<file path="src/rtl/logic_op_sequencer.sv">
// Operand-side controller for a 4-bit logic unit: gathers X, Y and op select from a
// strobed nibble bus, waits a settle interval, then captures and holds the 8-bit result.
module logic_op_sequencer #(
    parameter int SETTLE_CYCLES = 2,
    parameter int COUNT_W       = 8
) (
    input  logic               i_clk,
    input  logic               i_rst,
    input  logic [3:0]         i_data_in,
    input  logic               i_data_strobe,
    input  logic               i_clear,
    input  logic [7:0]         i_result_in,
    output logic [3:0]         o_op_x,
    output logic [3:0]         o_op_y,
    output logic [1:0]         o_op_sel,
    output logic [7:0]         o_result_out,
    output logic               o_result_valid,
    output logic               o_busy,
    output logic [2:0]         o_stage,
    output logic [COUNT_W-1:0] o_op_count
);

    localparam int CNT_W = (SETTLE_CYCLES > 1) ? $clog2(SETTLE_CYCLES) : 1;
    localparam logic [CNT_W-1:0] SETTLE_LOAD = CNT_W'(SETTLE_CYCLES - 1);

    typedef enum logic [2:0] {
        ST_LOAD_X  = 3'd0,
        ST_LOAD_Y  = 3'd1,
        ST_LOAD_OP = 3'd2,
        ST_SETTLE  = 3'd3,
        ST_DONE    = 3'd4
    } state_t;

    state_t             r_state;
    logic [3:0]         r_op_x;
    logic [3:0]         r_op_y;
    logic [1:0]         r_op_sel;
    logic [7:0]         r_result;
    logic               r_valid;
    logic               r_busy;
    logic [CNT_W-1:0]   r_settle;
    logic [COUNT_W-1:0] r_op_count;

    always_ff @(posedge i_clk or posedge i_rst) begin
        if (i_rst) begin
            r_state    <= ST_LOAD_X;
            r_op_x     <= '0;
            r_op_y     <= '0;
            r_op_sel   <= '0;
            r_result   <= '0;
            r_valid    <= 1'b0;
            r_busy     <= 1'b0;
            r_settle   <= '0;
            r_op_count <= '0;
        end else if (i_clear) begin
            // Abort keeps the completed-operation tally; an interrupted settle never counts.
            r_state  <= ST_LOAD_X;
            r_op_x   <= '0;
            r_op_y   <= '0;
            r_op_sel <= '0;
            r_result <= '0;
            r_valid  <= 1'b0;
            r_busy   <= 1'b0;
            r_settle <= '0;
        end else begin
            case (r_state)
                ST_LOAD_X: begin
                    if (i_data_strobe) begin
                        r_op_x  <= i_data_in;
                        r_state <= ST_LOAD_Y;
                    end
                end
                ST_LOAD_Y: begin
                    if (i_data_strobe) begin
                        r_op_y  <= i_data_in;
                        r_state <= ST_LOAD_OP;
                    end
                end
                ST_LOAD_OP: begin
                    if (i_data_strobe) begin
                        r_op_sel <= i_data_in[1:0];
                        r_settle <= SETTLE_LOAD;
                        r_busy   <= 1'b1;
                        r_state  <= ST_SETTLE;
                    end
                end
                ST_SETTLE: begin
                    if (r_settle != '0) begin
                        r_settle <= r_settle - 1'b1;
                    end else begin
                        r_result   <= i_result_in;
                        r_valid    <= 1'b1;
                        r_op_count <= r_op_count + 1'b1;
                        r_busy     <= 1'b0;
                        r_state    <= ST_DONE;
                    end
                end
                ST_DONE: begin
                    // A strobe here is already the next X nibble, so restart without losing it.
                    if (i_data_strobe) begin
                        r_op_x  <= i_data_in;
                        r_valid <= 1'b0;
                        r_state <= ST_LOAD_Y;
                    end
                end
                default: begin
                    r_state <= ST_LOAD_X;
                    r_busy  <= 1'b0;
                end
            endcase
        end
    end

    assign o_op_x         = r_op_x;
    assign o_op_y         = r_op_y;
    assign o_op_sel       = r_op_sel;
    assign o_result_out   = r_result;
    assign o_result_valid = r_valid;
    assign o_busy         = r_busy;
    assign o_stage        = r_state;
    assign o_op_count     = r_op_count;

endmodule

</file>
<file path="config.mk">
export PLATFORM = sky130hd
export DESIGN_NAME = logic_op_sequencer
export DESIGN_NICKNAME = d
export VERILOG_FILES = /design/src/rtl/logic_op_sequencer.sv
export SDC_FILE = /design/constraint.sdc
export NUM_CORES = 1
export LEC_CHECK = 0
export ABC_AREA = 1
export BUFFER_PORTS_ARGS = -buffer_cell sky130_fd_sc_hd__buf_2
export CORE_UTILIZATION = 43
export CTS_CLUSTER_DIAMETER = 40
export DETAILED_ROUTE_END_ITERATION = 10
export HOLD_SLACK_MARGIN = 0.15
export PLACE_DENSITY = 0.72
export SYNTH_ARGS = -nofsm -noshare
export SYNTH_HDL_FRONTEND = slang
export SYNTH_SLANG_ARGS = --single-unit
</file>
<file path="constraint.sdc">
create_clock -name i_clk -period 2.6 [get_ports i_clk]
set_input_delay 0.26 -clock i_clk [delete_from_list [all_inputs] [get_ports i_clk]]
set_output_delay 0.26 -clock i_clk [all_outputs]
set_load 0.02 [all_outputs]
</file>
Word-level counts from Yosys, hierarchy flattened
Index checks and enable logic that the tools add are counted.
- word-level logic and storage cells: 71
- input bits: 16
- output and inout bits: 31
- register bits after elaboration: 32
- add/sub/neg operators: 2
- mux-type cells: 28
- reduce and logical (&&, ||, !) cells: 19
- bitwise operators: 2
- equality and inequality tests: 11
- operators by type and width (cell ; number):
    $mux 8 ; 3
    $mux 4 ; 5
    $mux 3 ; 5
    $ne 3x3->1 const B ; 4
    $pmux 3 s4 ; 1
    $reduce_and 2->1 ; 5
    $reduce_bool 2->1 ; 5
    $reduce_and 3->1 ; 3
    $add 8x1->8 const B ; 1
    $mux 1 ; 8
    $eq 3x2->1 const B ; 2
    $mux 2 ; 3
    $reduce_bool 3->1 ; 2
    $pmux 1 s2 ; 2
    $reduce_and 4->1 ; 1
    $eq 3x1->1 const B ; 1
    $eq 3x3->1 const B ; 1
    $logic_not 3->1 ; 1
    $ne 3x1->1 const B ; 1
    $pmux 1 s3 ; 1
    $reduce_or 3->1 ; 1
    $ne 2x1->1 const B ; 1
    $ne 2x2->1 const B ; 1
    $not 1->1 ; 2
    other kinds (2) ; 2

Logic depth before layout (Yosys ltp)
Gate-level depths: netlist (run 1).
- depth after elaboration: 4
- depth in mapped cells: 8
- mapped depth without buffers: 7

Worst setup path before layout (run 1)
OpenSTA, ideal clock, no wires.
- kind: reg2reg
- start point: reg r_state[1], in the netlist o_stage[1]
- end point: reg r_result[0], in the netlist o_result_out[0]
- arrival: 1.159 ns
- path buffers: 1
- setup time: 0.117 ns
- stages on the path, launching flop included: 9
- required time: 2.483 ns
- clock period less this slack: 1.276 ns
- path slack: 1.324 ns
- cell sequence: dfrtp_1 buf_4 nand2_2 nor2_4 inv_2 nand2_1 nand2_1 nand2_1 nand2_1
- longest elaborated chain between the ends: 3
- ends and longest elaborated chain (what ; line ; text):
    start, declared ; 34 ; state_t r_state;
    start signal, assigned ; 46 ; r_state <= ST_LOAD_X;
    start signal, assigned ; 57 ; r_state <= ST_LOAD_X;
    start signal, assigned ; 70 ; r_state <= ST_LOAD_Y;
    $eq 3x2->1 ; 66 ; case (r_state)
    $reduce_bool 2->1 (no line) ; n/a ;
    $reduce_and 2->1 (no line) ; n/a ;
    end signal, assigned ; 91 ; r_result <= i_result_in;
    end, declared ; 38 ; logic [7:0] r_result;
Every way passes these cells.
A chain may end at the register's enable or synchronous reset.

Worst setup path in the final report (run 1)
- start point: reg r_state[0], in the netlist o_stage[0]
- end point: reg r_op_count[5], in the netlist o_op_count[5]
- longest elaborated chain between the ends: 2
- ends and longest elaborated chain (what ; line ; text):
    $eq 3x2->1 ; 66 ;
    $reduce_and 3->1 (no line) ; n/a ;
    end signal, assigned ; 93 ; r_op_count <= r_op_count + 1'b1;
    end, declared ; 42 ; logic [COUNT_W-1:0] r_op_count;
Every way passes these cells.

==> results of run 1 <==
flip-flops by register name (all words and copies together) (netlist names):
register	cells
o_op_sel	2
o_op_count	8
o_op_y	4
r_settle	1
o_result_valid	1
o_stage	3
o_op_x	4
o_busy	1
o_result_out	8
layout make-up:
| class | instances | area (µm²) |
|---|---|---|
| fill | 333 | 1400 |
| sequential | 32 | 801 |
| multi-input combinational | 148 | 646 |
| timing repair buffer | 56 | 328 |
| inverter | 23 | 86.3 |
| clock buffer | 7 | 65.1 |
| tap | 46 | 57.6 |
| clock inverter | 1 | 30.0 |
synthesized netlist by cell type (all sizes together):
library cell  count
a21oi             2
buf               5
dfrtp            32
ha                1
inv              23
nand2           100
nand3            15
nand3b            3
nand4             3
nor2             17
o21ai             4
o21bai            1
xnor2             1
xor2              1
how the worst min path moves through the flow:
| stage | from | cells after the start | endpoint |
|---|---|---|---|
| floorplan | i_rst | 1 | o_busy$_DFFE_PP0P_ |
| global placement | i_rst | 2 | o_op_y[1]$_DFFE_PP0P_ |
| detailed placement | i_rst | 2 | o_op_y[0]$_DFFE_PP0P_ |
| CTS | i_data_in[2] | 5 | o_op_x[2]$_DFFE_PP0P_ |
| global route | i_data_in[0] | 5 | o_op_sel[0]$_DFFE_PP0P_ |
| finish | i_data_in[2] | 5 | o_op_x[2]$_DFFE_PP0P_ |
power by group:
part / switching, µW / total, µW / internal, µW
Clock: 173 / 428 / 255
Sequential: 59.1 / 618 / 559
Combinational: 228 / 353 / 125
logic make-up (layout without fill, tap and decap cells):
| logic type | count (synthesis) | after routing | share of synthesized area [%] |
|---|---|---|---|
| adders and majority gates | 1 | 1 | 0.794 |
| AOI/OAI and AO/OA | 7 | 7 | 2.38 |
| DFF | 32 | 32 | 50.8 |
| xor gates and xnor gates | 2 | 2 | 1.11 |
| and+or+nand+nor | 138 | 138 | 36.7 |
| buffers and inverters | 28 | 87 | 8.18 |
critical path: stages, from the launching register on:
cell and delay [ns]:
dfrtp_1 0.52, nand2_2 0.10, nor2_4 0.13, inv_2 0.07
nor2_4 0.26, nand2_1 0.08, nand2_1 0.06, nand2_1 0.04
per-layer routing:
| metal | part of all wire (%) | vias to the layer above | track usage, % | wire [µm] |
|---|---|---|---|---|
| li1 | - | 756 | - | - |
| met5 | 0 | - | 0 | 0 |
| met4 | 1.7 | 0 | 7.85 | 54 |
| met3 | 5.3 | 7 | 4.56 | 170 |
| met2 | 45 | 40 | 31.1 | 1420 |
| met1 | 48 | 637 | 23.5 | 1550 |
metrics by stage:
| stage | worst slack [ns] | cell area, µm² | hold WS (ns) | power [µW] | utilization (%) |
|---|---|---|---|---|---|
| final | 1.24 | 2010 | 0.236 | 1400 | 58.9 |
| after global routing | 1.07 | 2010 | 0.250 | 1490 | 58.9 |
| after CTS | 1.25 | 2010 | 0.226 | 1410 | 58.9 |
| after detailed placement | 1.24 | 1830 | 0.384 | 973 | 53.5 |
| after global placement | 1.26 | 1830 | 0.377 | 970 | 53.5 |
| after floorplan | 1.32 | 1580 | 0.376 | 875 | - |
timing repair:
| item | CTS | global route |
|---|---|---|
| gates resized for setup | 0 | 0 |
| hold buffers | 9 | 0 |
| buffers inserted | 0 | 0 |
| hold endpoints to repair | 24 | 0 |
==> summary.md, run 1 <==
| Metric | Value |
|---|---|
| Slew headroom | 58.0% |
| Synth cell types | 21 |
| Placed insts | 296 |
| Crit. End Element | register |
| IO Port Bufs | 46 |
| Final setup vio count | 0 |
| CTS Root Cell | clkbuf_4 |
| Initial antenna violation count | 0 |
| Gp weighted congestion | 0.768 |
| Antenna-violating nets left | 0 |
| Syn avg cell area | between 7 and 8 µm² |
| Layout area overhead | 27.8% |
| Ant. Diodes | 0 |
| Routed len/inst | 10.2 µm |
| Routed vias | between 1000 and 1500 |
| Max_cap viols | 0 |
| DP HPWL | 2.26 mm |
| Status | completed |
| FF+latch count, synth | 32 |
| Worst EP arrival | 1.59 ns |
| Residual DRC | 0 |
| Congestion Overflow GR | 0 |
| Synth warn | 0 |
| Layout Cells excl Fill | between 300 and 400 |
| Syn Inst Count | roughly 210 |
| Crit path required time | 2.84 ns |
| Initial core utilization | a little under half |
| Minimum clock period | 1.36 ns |
| Pins Over Slew Limit | 0 |
| Synth area leader | dfrtp_1 |
| Register area share after synthesis | 50.8% |
| VDD IR max | between 0.0003 and 0.0004 V |
| Core Region | 0.00342 mm² |
| Period utilization | 52.2% |
| Synthesized cell area | about 0.0016 mm² |
| Final #Nets | 283 |
| Setup TNS | 0 ns |
| Clock Skews | 0.00437 ns |
| First DRT Iteration DRCs | 83 |
| Synth top area cells | dfrtp_1 51%, nand2_1 24%, inv_1 5.0%, nand3_1 4.4%, nor2_1 3.6% |
| Hold Fails Final Rpt | 0 |
| Share of the synthesized area in the top cell type | between 50% and 60% |
| Setup slack, reg-to-reg | 1.24 ns |
| Die area | 0.00391 mm² |
| Hold Crit Class | input pin to register |
| First-pass GRT wire length | 5.80 mm |
| Worst Setup SP | o_stage[0]$_DFFE_PP0P_ |
| Unrepaired setup endpoints after global routing | false |
| Launch point of the worst reg-to-reg path | o_stage[0]$_DFFE_PP0P_ |
| WL final | between 3 and 4 mm |
| # IOs | 47 |
| H-tree levels | 2 |
| Synth Net Count | 225 |
| Commonest cells after routing, fill and taps aside | 99 x nand2_1, 46 x buf_2, 32 x dfrtp_1 |
| Leakage | roughly 0.0012 µW |
| CTS tree | done |
| Largest net degree at the start of global routing | 18 |
| CP Max Fanout | 14 |
| Total CTS buffers | 5 |
| R2r endpoint | o_op_count[5]$_DFFE_PP0P_ |
| DR pass1 iterations | 4 |
| Fraction of layout cells with a size suffix above 1 | 22.8% |
| Clock Latency Late Sink | 0.33 ns |
| Reg2reg path depth | 7 |
| Sink Count | 32 |
| Worst Setup EP | o_op_count[5]$_DFFE_PP0P_ |
| Site Rows | 21 |
| Maximum clock insertion buffer count | 2 |
| Slew at the pin closest to its max-slew limit | 0.629 ns |
| Most common cell after layout, fill and taps aside | nand2_1 |
| Die width | roughly 63 µm |
| Die height | around 63 µm |
| Crit path kind | register to register |
| Fmax achieved | 0.737 GHz |
| PwrDens | ~700 mW/mm² |
| Number of global-route vias before repair | about 1400 |
| Startpoint Class | register |
| Gr usage total | 18.8% |
| Clock transition at path regs | 0.10 ns |
| DR vias/cell | between 4 and 5 |
No activity file was read; power rests on OpenSTA's default activity.
==> run 2, diff against run 1 <==
--- a/config.mk
+++ b/config.mk
@@ -5,13 +5,13 @@
 export SDC_FILE = /design/constraint.sdc
 export NUM_CORES = 1
 export LEC_CHECK = 0
-export ABC_AREA = 1
+export ABC_AREA = 0
 export BUFFER_PORTS_ARGS = -buffer_cell sky130_fd_sc_hd__buf_2
 export CORE_UTILIZATION = 43
 export CTS_CLUSTER_DIAMETER = 40
 export DETAILED_ROUTE_END_ITERATION = 10
 export HOLD_SLACK_MARGIN = 0.15
-export PLACE_DENSITY = 0.72
+export PLACE_DENSITY = 0.74
 export SYNTH_ARGS = -nofsm -noshare
 export SYNTH_HDL_FRONTEND = slang
 export SYNTH_SLANG_ARGS = --single-unit
==> constraint.sdc (replaced) <==
create_clock -name i_clk -period 1.3 [get_ports i_clk]
set_input_delay 0.13 -clock i_clk [delete_from_list [all_inputs] [get_ports i_clk]]
set_output_delay 0.13 -clock i_clk [all_outputs]
set_load 0.02 [all_outputs]
==> summary.md, run 2 <==
| Metric | Value |
|---|---|
| Status | finished with violations |
| Failing checks | negative setup slack |
| Startpoint Class | register |
| Post-DP Area | 0.00174 mm² |
| DR pass1 iterations | 4 |
| FF+latch count, synth | 32 |
| Largest net degree at the start of global routing | 33 |
| Crit path kind | register to register |
| Hold Fails Final Rpt | 0 |
| Pwr Total | 2210 µW |
| Syn Inst Count | 124 |
| Syn avg cell area | 11.4 µm² |
| Max_cap viols | 0 |
| Core Region | around 0.003 mm² |
| Worst slack, placed | -0.0369 ns |
| Number of global-route vias before repair | 1224 |
| Sink Count | 32 |
| Synth area leader | dfrtp_1 |
| Routed vias | 1223 |
| Synthesized cell area | 0.00141 mm² |
| Residual DRC | 0 |
| CP Max Fanout | 5 |
| Minimum clock period | 1.37 ns |
| First DRT Iteration DRCs | 47 |
| Asr flop ratio synth | 100% |
| Fmax achieved | 0.732 GHz |
| Leakage | 0.000996 µW |
| Synth top area cells | dfrtp_1 57%, a22o_1 5.0%, xor2_1 4.3%, mux2i_1 4.3%, a21oi_1 2.8% |
| Synth warn | 0 |
| Setup TNS | -0.249 ns |
| Pins Over Slew Limit | 0 |
| Commonest cells after routing, fill and taps aside | 46 x buf_2, 30 x dfrtp_1, 14 x dlygate4sd3_1 |
| Layout area overhead | 42.1% |
| Synth cell types | 36 |
| Slew headroom | 72.5% |
| H-tree levels | 2 |
| Site Rows | 20 |
| Unrepaired setup endpoints after global routing | true |
| Crit path required time | 1.55 ns |
| Ys flop type | dfrtp_1 |
| PwrDens | 1100 mW/mm² |
| DR vias/cell | 5.12 |
| Total CTS buffers | 5 |
| Antenna-violating nets left | 0 |
| Fraction of layout cells with a size suffix above 1 | 40.0% |
| Commonest cells in the netlist | 32 x dfrtp_1, 10 x nand2_1, 8 x a21oi_1, 8 x a22o_1, 8 x nor2_1 |
| Share of the synthesized area in the top cell type | 56.7% |
| Clock Skews | 0.00641 ns |
| VDD IR max | approximately 0.0007 V |
| Die area | 0.00352 mm² |
| Routed len/inst | 14.4 µm |
| Count leader, synth | dfrtp_1 |
| Gp weighted congestion | 0.757 |
| CTS Root Cell | clkbuf_4 |
| Most common cell after layout, fill and taps aside | buf_2 |
| # IOs | 47 |
| Period utilization | 105% |
| Clock Latency Late Sink | between 0.3 and 0.4 ns |
| Hold Crit Class | input pin to register |
| Clock transition at path regs | 0.09 ns |
| Worst EP arrival | 1.61 ns |
| Maximum clock insertion buffer count | 2 |
| DP HPWL | roughly 2.2 mm |
| Gr usage total | 22.3% |
| Ant. Diodes | 0 |
| Die height | 59.3 µm |
| Final setup vio count | 11 |
| Final #Nets | 211 |
| CTS tree | done |
| Congestion Overflow GR | 0 |
| Register area share after synthesis | 56.7% |
| Die width | 59.3 µm |
| Slew at the pin closest to its max-slew limit | 0.412 ns |
| Initial core utilization | 45.9% |
| Initial antenna violation count | 0 |
| Synth Net Count | 141 |
| Post-route cell area | 0.00201 mm² |
| Post-synth EDFFs | 0 |
| WL final | 3.44 mm |
| Hold_ws | about 0.25 ns |
| Worst setup margin | -0.0662 ns |
| Crit. End Element | register |
| IO Port Bufs | 46 |
| First-pass GRT wire length | 5.64 mm |
==> run 2: cell count changes after synthesis, sizes merged, moves of 6 or more <==
cell / before / now
xor2: 1 / 7
a22o: 0 / 8
inv: 23 / 4
nor2: 17 / 9
nand3: 15 / 4
a21oi: 2 / 8
nand2: 100 / 10
mux2i: 0 / 6
==> run 2: logic make-up after synthesis <==
kind of cell             after synthesis  synth area share, %
multiplexers                           7                 5.05
adder cells (fa/ha/maj)                1                0.886
AO/OA/AOI/OAI                         24                 12.2
XOR/XNOR                               7                 4.34
buffers and inverters                 12                 4.34
AND/OR/NAND/NOR                       41                 16.4
flip-flops                            32                 56.7
==> run 2: layout make-up <==
cell class / instances / area [µm²]
timing repair buffer: 71 / 462
sequential: 32 / 803
clock inverter: 1 / 5.00
clock buffer: 7 / 45.0
multi-input combinational: 80 / 621
tap: 44 / 55.1
inverter: 4 / 15.0
fill: 238 / 1070
==> run 2: per-stage QoR <==
| step | instances | util, % |
|---|---|---|
| 2_1_floorplan | 124 | - |
| 3_3_place_gp | 216 | 56.5 |
| 3_5_place_dp | 216 | 56.5 |
| 4_1_cts | 239 | 63.8 |
| 5_1_grt | 239 | 65.2 |
| 6_report | 239 | 65.2 |
==> run 2: repair_timing <==
action | in CTS | in global routing
pin swaps | 1 | 4
hold buffers | 14 | 0
hold endpoints to repair | 51 | 0
resized for setup | 7 | 10
gates cloned | 1 | 0
endpoints found under the setup margin | 13 | 27
buffers inserted | 1 | 0
==> run 2: path summary, 6_finish.rpt <==
path	start	to	slack, ns	cells past startpoint
min in group asynchronous	i_rst	o_result_out[0]$_DFFE_PP0P_	0.43	4
worst max register to register	o_stage[2]$_DFFE_PP0P_	o_op_count[7]$_DFFE_PP0P_	-0.07	4
worst min-delay path	i_clear	o_stage[2]$_DFFE_PP0P_	0.25	2
worst max-delay path	o_stage[2]$_DFFE_PP0P_	o_op_count[7]$_DFFE_PP0P_	-0.07	4
max in group asynchronous	i_rst	o_stage[2]$_DFFE_PP0P_	0.57	4
worst min register to register	o_op_count[7]$_DFFE_PP0P_	o_op_count[7]$_DFFE_PP0P_	0.47	1
==> run 2: layer usage <==
metal,global-route usage [%],share of wire [%],vias up
met1,27.5,43,595
met2,35.3,50,42
li1,-,-,579
met4,10.9,1.9,0
met3,7.21,5.4,7
met5,0,0,-
==> run 2: power breakdown <==
group	total, µW	switching, µW	internal, µW
clock network	520	310	210
logic	532	296	237
registers	1160	83.6	1070
total	2210	689	1520
==> run 2: worst max-delay path: stages, from the launching register on <==
cell	delay [ns]
dfrtp_2	0.42
nand4bb_1	0.21
buf_6	0.17
nor4_2	0.30
xor2_1	0.18
==> run 3, diff against run 2 <==
--- a/config.mk
+++ b/config.mk
@@ -11,6 +11,7 @@
 export CTS_CLUSTER_DIAMETER = 40
 export DETAILED_ROUTE_END_ITERATION = 10
 export HOLD_SLACK_MARGIN = 0.15
+export MAX_ROUTING_LAYER = met4
 export PLACE_DENSITY = 0.74
 export SYNTH_ARGS = -nofsm -noshare
 export SYNTH_HDL_FRONTEND = slang
==> summary.md, run 3 (same netlist as run 2, synthesis figures left out) <==
| Metric | Value |
|---|---|
| Maximum clock insertion buffer count | 2 |
| Worst Setup EP | o_op_count[7]$_DFFE_PP0P_ |
| Period utilization | 105% |
| Routed vias | roughly 1200 |
| Worst path slowest cell | dfrtp_2 |
| VDD IR max | 0.000689 V |
| Reg2reg path depth | 4 |
| Leakage | 0.000996 µW |
| Worst EP arrival | 1.61 ns |
| Most common cell after layout, fill and taps aside | buf_2 |
| Pins Over Slew Limit | 0 |
| First DRT Iteration DRCs | 43 |
| DP HPWL | 2.23 mm |
| WL final | between 3 and 4 mm |
| H-tree levels | 2 |
| Register area | 803 µm² |
| CTS Root Cell | clkbuf_4 |
| Ant. Diodes | 0 |
| Gp weighted congestion | 0.767 |
| Slew headroom | 72.7% |
| Number of global-route vias before repair | between 1000 and 1500 |
| First-pass GRT wire length | 5.64 mm |
| Final #Nets | 211 |
| CP Max Fanout | 5 |
| Max_cap viols | 0 |
| Layout area overhead | 42.1% |
| PwrDens | 1100 mW/mm² |
| Failing checks | negative setup slack |
| Area of the multi-input gates | about 620 µm² |
| Gr usage total | 23.0% |
| Clock transition at path regs | 0.09 ns |
| Worst slack, placed | -0.0369 ns |
| DR pass1 iterations | 4 |
| CP bufs+invs | 1 |
| Fraction of layout cells with a size suffix above 1 | 40.0% |
| Unrepaired setup endpoints after global routing | true |
| Routed len/inst | 14.4 µm |
| Critical path cell sequence | nand4bb_1 > buf_6 > nor4_2 > xor2_1 |
| Worst Setup SP | o_stage[2]$_DFFE_PP0P_ |
| Final setup vio count | 11 |
| Hold Fails Final Rpt | 0 |
| DR vias/cell | 5.10 |
| Sink Count | 32 |
| IO Port Bufs | 46 |
| Launch point of the worst reg-to-reg path | o_stage[2]$_DFFE_PP0P_ |
| Crit path kind | register to register |
| Die height | 59.3 µm |
| Crit path required time | 1.55 ns |
| Initial antenna violation count | 0 |
| Total CTS buffers | 5 |
| Clock Latency Late Sink | between 0.3 and 0.4 ns |
| Status | finished with violations |
| # IOs | between 40 and 50 |
| FILL cells | approximately 240 |
| Startpoint Class | register |
| Setup slack, reg-to-reg | -0.06 ns |
| Die width | 59.3 µm |
| Hold Crit Class | input pin to register |
| Site Rows | 20 |
| Worst setup margin | -0.0640 ns |
| CP peak stage delay | 0.42 ns |
| R2r endpoint | o_op_count[7]$_DFFE_PP0P_ |
| Initial core utilization | 45.9% |
| Slew at the pin closest to its max-slew limit | a little over 0.4 ns |
| Fmax achieved | ~0.73 GHz |
| Commonest cells after routing, fill and taps aside | 46 x buf_2, 30 x dfrtp_1, 14 x dlygate4sd3_1 |
| Crit. End Element | register |
| Pwr Total | 2210 µW |
| Core Region | 0.00308 mm² |
| CTS tree | done |
| Largest net degree at the start of global routing | 33 |
| Die area | 0.00352 mm² |
| Antenna-violating nets left | 0 |
| Levels on crit path | 4 |
| Minimum clock period | around 1.4 ns |
| Clock Skews | between 0.006 and 0.007 ns |
| Delay-heaviest family, CP | simple AND/OR/NAND/NOR gates |
| Congestion Overflow GR | 0 |
| Residual DRC | 0 |
[run 3: where the power goes]
part           internal [µW]  switching [µW]  total [µW]  leakage, µW
clock                    210             310         520    0.0000293
sequential              1070            83.5        1160     0.000423
combinational            237             296         532     0.000544
total                   1520             689        2210     0.000996
[run 3: repair_timing]
action,4_1_cts,5_1_grt
pin swaps,1,4
hold buffers,14,0
gates cloned,1,0
endpoints found under the setup margin,13,27
resized for setup,7,10
setup buffers,1,0
endpoints found under the hold margin,51,0
[run 3: how the worst min path moves through the flow]
stage	cells after the start	to	from
floorplan	1	o_busy$_DFFE_PP0P_	i_rst
global placement	3	o_result_out[0]$_DFFE_PP0P_	i_rst
detailed placement	3	o_result_out[0]$_DFFE_PP0P_	i_rst
CTS	2	o_stage[2]$_DFFE_PP0P_	i_clear
global route	2	o_stage[2]$_DFFE_PP0P_	i_clear
finish	2	o_stage[2]$_DFFE_PP0P_	i_clear
[run 3: final cells by class]
class / count / share of cell area, %
flip-flops and latches: 32 / 40.0
multi-input cells: 80 / 30.9
repair buffers: 71 / 23.0
well taps: 44 / 2.74
clock buffers: 7 / 2.25
inverters: 4 / 0.749
clock inverters: 1 / 0.250
[run 3: stage by stage]
stage / instances / setup TNS [ns] / utilization (%) / area [µm²] / hold WS (ns)
floorplan: 124 / -1.08 / - / 1440 / 0.246
global route: 239 / -0.904 / 65.2 / 2010 / 0.251
global placement: 216 / -0.0337 / 56.5 / 1740 / 0.223
finish: 239 / -0.224 / 65.2 / 2010 / 0.250
detailed placement: 216 / -0.244 / 56.5 / 1740 / 0.243
CTS: 239 / -0.0543 / 63.8 / 1960 / 0.202
[run 3: metal layers]
layer	vias to the layer above	part of all wire, %	GRT usage, %
met1	596	43	27.5
li1	577	-	-
met4	0	2.0	10.9
met3	9	4.9	7.21
met2	37	50	35.3
met5	-	0	-
